--- src/rtl/sweep_pkg.sv ---
// rtl/sweep_pkg.sv - shared state encoding, vector-count helper and golden truth tables for the sweeper
package sweep_pkg;

    typedef enum logic [2:0] {
        IDLE,
        APPLY,
        SETTLE,
        SAMPLE,
        FIN
    } sweep_state_t;

    function automatic int n_vec(input int n);
        return 1 << n;
    endfunction

    // Golden minterm vectors for the 3-input guide functions, bit i = f(i)
    localparam logic [7:0] SOP_2357 = 8'hAC;
    localparam logic [7:0] SOP_XOR3 = 8'h96;
    localparam logic [7:0] SOP_MAJ3 = 8'hE8;

endpackage

--- src/rtl/sweep_settle_cnt.sv ---
// rtl/sweep_settle_cnt.sv - loadable down-counter with zero flag, paces the per-vector settle wait
module sweep_settle_cnt #(
    parameter int W = 1
) (
    input  logic         clk,
    input  logic         rst_n,
    input  logic         load,
    input  logic         dec,
    input  logic [W-1:0] value,
    output logic [W-1:0] count,
    output logic         zero
);

    logic [W-1:0] cnt_q;
    logic [W-1:0] cnt_d;

    always_comb begin
        cnt_d = cnt_q;
        if (load) begin
            cnt_d = value;
        end else if (dec && (cnt_q != '0)) begin
            cnt_d = cnt_q - W'(1);
        end
    end

    always_ff @(posedge clk or negedge rst_n) begin
        if (!rst_n) begin
            cnt_q <= '0;
        end else begin
            cnt_q <= cnt_d;
        end
    end

    assign count = cnt_q;
    assign zero  = (cnt_q == '0);

endmodule

--- src/rtl/truth_table_sweeper.sv ---
// rtl/truth_table_sweeper.sv - walks a combinational function through all inputs and captures its truth table
// Define SWEEP_EXPECT_CHECK_EN to build the EXPECTED compare (match/first_miss); otherwise both read 0.
module truth_table_sweeper
    import sweep_pkg::*;
#(
    parameter int                          N_INPUTS      = 3,
    parameter int                          SETTLE_CYCLES = 1,
    parameter logic [n_vec(N_INPUTS)-1:0]  EXPECTED      = SOP_2357
) (
    input  logic                        clk,
    input  logic                        rst_n,
    input  logic                        start,
    output logic [N_INPUTS-1:0]         dut_in,
    input  logic                        dut_out,
    output logic                        busy,
    output logic                        done,
    output logic [n_vec(N_INPUTS)-1:0]  minterms,
    output logic                        match,
    output logic [N_INPUTS-1:0]         first_miss
);

    localparam int N_VEC = n_vec(N_INPUTS);
    localparam int IW    = N_INPUTS + 1;
    localparam int CW    = (SETTLE_CYCLES > 0) ? $clog2(SETTLE_CYCLES + 1) : 1;

    sweep_state_t         state_q, state_d;
    logic [IW-1:0]        idx_q, idx_d;
    logic [N_INPUTS-1:0]  dut_in_q, dut_in_d;
    logic                 busy_q, busy_d;
    logic                 done_q, done_d;
    logic [N_VEC-1:0]     minterms_q, minterms_d;
    logic                 match_q, match_d;
    logic [N_INPUTS-1:0]  first_miss_q, first_miss_d;

    logic                 cnt_load;
    logic                 cnt_dec;
    logic [CW-1:0]        cnt_count;
    logic                 cnt_zero;

    logic [N_VEC-1:0]     final_vec;
    logic                 cmp_match;
    logic [N_INPUTS-1:0]  cmp_first_miss;

    sweep_settle_cnt #(
        .W (CW)
    ) u_settle_cnt (
        .clk   (clk),
        .rst_n (rst_n),
        .load  (cnt_load),
        .dec   (cnt_dec),
        .value (CW'(SETTLE_CYCLES)),
        .count (cnt_count),
        .zero  (cnt_zero)
    );

    // Truth table as it will look once the current sample lands; the compare looks at this
    always_comb begin
        final_vec = minterms_q;
        final_vec[idx_q[N_INPUTS-1:0]] = dut_out;
    end

`ifdef SWEEP_EXPECT_CHECK_EN
    logic [N_VEC-1:0] diff;

    always_comb begin
        diff           = final_vec ^ EXPECTED;
        cmp_match      = (diff == '0);
        cmp_first_miss = '0;
        for (int i = N_VEC - 1; i >= 0; i--) begin
            if (diff[i]) begin
                cmp_first_miss = i[N_INPUTS-1:0];
            end
        end
    end
`else
    logic unused_expected;

    assign unused_expected = ^EXPECTED;
    assign cmp_match       = 1'b0;
    assign cmp_first_miss  = '0;
`endif

    always_comb begin
        state_d      = state_q;
        idx_d        = idx_q;
        dut_in_d     = dut_in_q;
        busy_d       = busy_q;
        done_d       = 1'b0;
        minterms_d   = minterms_q;
        match_d      = match_q;
        first_miss_d = first_miss_q;
        cnt_load     = 1'b0;
        cnt_dec      = 1'b0;

        case (state_q)
            IDLE: begin
                if (start) begin
                    state_d      = APPLY;
                    idx_d        = '0;
                    minterms_d   = '0;
                    match_d      = 1'b0;
                    first_miss_d = '0;
                    busy_d       = 1'b1;
                end
            end
            APPLY: begin
                dut_in_d = idx_q[N_INPUTS-1:0];
                cnt_load = 1'b1;
                state_d  = (SETTLE_CYCLES > 0) ? SETTLE : SAMPLE;
            end
            SETTLE: begin
                cnt_dec = 1'b1;
                if ((cnt_count == CW'(1)) || cnt_zero) begin
                    state_d = SAMPLE;
                end
            end
            SAMPLE: begin
                minterms_d = final_vec;
                if (idx_q == IW'(N_VEC - 1)) begin
                    state_d      = FIN;
                    busy_d       = 1'b0;
                    done_d       = 1'b1;
                    match_d      = cmp_match;
                    first_miss_d = cmp_first_miss;
                end else begin
                    idx_d   = idx_q + IW'(1);
                    state_d = APPLY;
                end
            end
            FIN: begin
                state_d = IDLE;
            end
            default: begin
                state_d = IDLE;
            end
        endcase
    end

    always_ff @(posedge clk or negedge rst_n) begin
        if (!rst_n) begin
            state_q      <= IDLE;
            idx_q        <= '0;
            dut_in_q     <= '0;
            busy_q       <= 1'b0;
            done_q       <= 1'b0;
            minterms_q   <= '0;
            match_q      <= 1'b0;
            first_miss_q <= '0;
        end else begin
            state_q      <= state_d;
            idx_q        <= idx_d;
            dut_in_q     <= dut_in_d;
            busy_q       <= busy_d;
            done_q       <= done_d;
            minterms_q   <= minterms_d;
            match_q      <= match_d;
            first_miss_q <= first_miss_d;
        end
    end

    assign dut_in     = dut_in_q;
    assign busy       = busy_q;
    assign done       = done_q;
    assign minterms   = minterms_q;
    assign match      = match_q;
    assign first_miss = first_miss_q;

endmodule

--- config.mk ---
export PLATFORM = sky130hd
export DESIGN_NAME = truth_table_sweeper
export DESIGN_NICKNAME = d
export VERILOG_FILES = /design/src/rtl/sweep_pkg.sv /design/src/rtl/sweep_settle_cnt.sv /design/src/rtl/truth_table_sweeper.sv
export SDC_FILE = /design/constraint.sdc
export NUM_CORES = 1
export LEC_CHECK = 0
export BUFFER_PORTS_ARGS = -buffer_cell sky130_fd_sc_hd__buf_2
export CAP_MARGIN = 10
export CORE_ASPECT_RATIO = 0.8
export CORE_MARGIN = 5
export CORE_UTILIZATION = 25
export DETAILED_ROUTE_END_ITERATION = 10
export GPL_TIMING_DRIVEN = 0
export MAX_ROUTING_LAYER = met4
export SLEW_MARGIN = 20
export SYNTH_ARGS = -nofsm -noshare
export SYNTH_HDL_FRONTEND = slang
export SYNTH_SLANG_ARGS = --single-unit
--- constraint.sdc ---
create_clock -name clk -period 2.7 [get_ports clk]
set_input_delay 0.135 -clock clk [delete_from_list [all_inputs] [get_ports clk]]
set_output_delay 0.135 -clock clk [all_outputs]
set_load 0.03 [all_outputs]
==> results.sh <==
export IMPL_slew_headroom=0.622
export IMPL_dieHeight_um=68.2
export IMPL_ioPinCount=21
export IMPL_cts_made_buffers=3
export IMPL_drt_iter0_markers=67
export IMPL_synth_edf_count=0
export IMPL_p_int_w=0.000811
export IMPL_clock_path_buffers=2
export IMPL_yosysUniqueCellTypes=31
export IMPL_final_nets=125
export IMPL_ys_seq_elements=20
export IMPL_hold_ws_ns=0.123
export IMPL_start_util=0.255
export IMPL_cts_tree="yes"
export IMPL_num_vias=753
export IMPL_crit_reg2reg_launch="state_q[1]"
export IMPL_grt_pass1_vias=811
export IMPL_p_sw_w=0.000593
export IMPL_antenna_found_initial=0
export IMPL_path_class="reg2reg"
export IMPL_cp_max_fo=10
export IMPL_core_area_um2=4150
export IMPL_clock_power_share=0.138
export IMPL_tightest_slew_ns=0.564
export IMPL_drc_errors=0
export IMPL_layout_common_cells="dfrtp_1, buf_2, a22o_1"
export IMPL_wire_per_inst_um=12.7
export IMPL_min_path_type="in2reg"
export IMPL_synth_top_area_share=0.473
export IMPL_finalInstanceArea_um2=1270
export IMPL_startpoint="state_q[1]"
export IMPL_ys_seq_area_frac=0.473
export IMPL_critical_path_arrival_ns=1.72
export IMPL_cp_required_ns=2.85
export IMPL_powerDensity_nw_per_um2=1100
export IMPL_yosysWarningCount=0
export IMPL_setup_tns_ns=0
export IMPL_end_kind="flip-flop"
export IMPL_clock_skew_ns=0.00215
export IMPL_cp_start_kind="flip-flop"
export IMPL_leakagePower_nw=0.619
export IMPL_max_freq_mhz=636
export IMPL_avgSynthCellArea_um2=11.1
export IMPL_synthFlopType="dfrtp_1"
export IMPL_dpl_instance_area_um2=1220
export IMPL_clkLatencyLatePin_ns=0.26
export IMPL_slew_violations=0
export IMPL_period_minus_slack_ns=1.57
export IMPL_final_common_cell="dfrtp_1"
export IMPL_clockRootBuffer="clkbuf_8"
export IMPL_synthCells=95
export IMPL_wl_um=2220
export IMPL_gp_congestion=0.699
export IMPL_seq_power_share=0.322
export IMPL_grt_max_degree=21
export IMPL_synthToLayoutAreaGrowth_pct=20.2
export IMPL_hold_path_startpoint="dut_out"
export IMPL_status="complete, no violations"
export IMPL_antenna_left=0
export IMPL_dp_hpwl_um=1630
export IMPL_die_area_um2=5640
export IMPL_port_buffers=16
export IMPL_grt_use_total=0.0908
export IMPL_num_antenna_cells=0
export IMPL_cts_max_level=1
export IMPL_clkTransAtPathRegs_ns=0.07
export IMPL_grt_first_pass_wirelength_um=3710
export IMPL_ir_worst_vdd_v=0.000522
export IMPL_vias_per_cell=4.30
export IMPL_drive_gt1_frac=0.280
export IMPL_die_width_um=82.8
export IMPL_mappedNetlistArea_um2=1060
export IMPL_grt_setup_unrepaired="false"
export IMPL_finalSetupViolations=0
export IMPL_combPwrFrac=0.540
export IMPL_hold_viol=0
export IMPL_rows=21
export IMPL_clock_sinks=20
export IMPL_synth_area_top_cells="dfrtp_1, a22o_1, mux2i_1, and3b_1, buf_6"
export IMPL_synth_async_reset_ratio=1.00
export IMPL_overflow=0
export IMPL_yosysTopAreaCell="dfrtp_1"
export IMPL_post_route_period_util=0.582
export IMPL_maxCapViolations=0
export IMPL_p_sw_frac=0.422
export IMPL_first_pass_iters=4
[power by group through the flow]
stage / sequential (W) / clock, W / combinational, W
6_report: 0.000452 / 0.000194 / 0.000759
5_1_grt: 0.000466 / 0.000218 / 0.000825
4_1_cts: 0.000452 / 0.000201 / 0.000765
3_5_place_dp: 0.000457 / 0 / 0.000762
3_3_place_gp: 0.000458 / 0 / 0.000737
2_1_floorplan: 0.000582 / 0 / 0.000465
[sequential cells by signal, summed over array words and instances (netlist names)]
name      flops
state_q       3
done          1
idx_q         4
minterms      8
dut_in        3
busy          1
[routing by layer]
| layer | track usage | vias up | wire length, um |
|---|---|---|---|
| met3 | 0.0276 | 4 | 92 |
| met1 | 0.120 | 350 | 1150 |
| li1 | - | 377 | - |
| met5 | - | - | 0 |
| met2 | 0.129 | 22 | 940 |
| met4 | 0.0367 | 0 | 35 |
[stage by stage]
stage	setup WS (ns)	util	total power, W	std cells
global route	1.06	0.307	0.00151	175
CTS	1.11	0.307	0.00142	175
global placement	1.15	0.294	0.00120	171
finish	1.13	0.307	0.00140	175
floorplan	1.31	-	0.00105	98
detailed placement	1.13	0.294	0.00122	171
[final timing paths]
kind | to | slack, ns | cells after the start
worst max-delay path | idx_q[3] | 1.13 | 4
worst min-delay path | minterms[7] | 0.12 | 2
worst max register to register | idx_q[3] | 1.13 | 4
worst min register to register | minterms[4] | 0.50 | 1
max in group asynchronous | idx_q[1] | 2.04 | 2
min in group asynchronous | state_q[2] | 0.36 | 2
[logic make-up (layout without fill, tap and decap cells)]
kind of cell               after synthesis  count (layout)  synth area share
AOI/OAI and AO/OA                       19              19             0.131
xor gates and xnor gates                 1               1           0.00828
adders and majority gates                1               1            0.0118
buffers and inverters                   15              35            0.0910
DFF                                     20              20             0.473
muxes                                   10              10            0.0981
other                                    1               4           0.00354
and+or+nand+nor                         28              28             0.183
[final cells by class]
cell class,instances,area [um2]
clock buffer,3,41.3
tap,57,71.3
sequential,20,500
buffer,12,85.1
fill,447,2880
timing repair buffer,17,90.1
inverter,3,11.3
multi-input combinational,63,473
[timing repair]
| item | 4_1_cts | 5_1_grt |
|---|---|---|
| setup buffers | 0 | 0 |
| gates resized for setup | 0 | 0 |
| hold buffers | 1 | 0 |
| endpoints found under the setup margin | 0 | 0 |
| hold endpoints to repair | 20 | 0 |
[synthesized netlist by cell type (2+ instances only)]
cell type / count
inv_1: 3
buf_4: 4
clkbuf_1: 3
mux2_2: 3
nor3b_1: 4
buf_2: 2
o21ai_0: 2
nor2_1: 5
nand3_1: 3
nand3b_1: 2
a22o_1: 9
nor3_1: 2
mux2i_1: 7
a21oi_1: 4
buf_6: 3
and3b_1: 5
dfrtp_1: 20
[critical path, stage by stage, from the launching register on]
cell	delay [ns]
dfrtp_1	0.35
buf_2	0.17
nor4b_4	0.57
a21oi_1	0.12
a22o_1	0.25
Note: power is estimated with default switching activity, not from simulation.
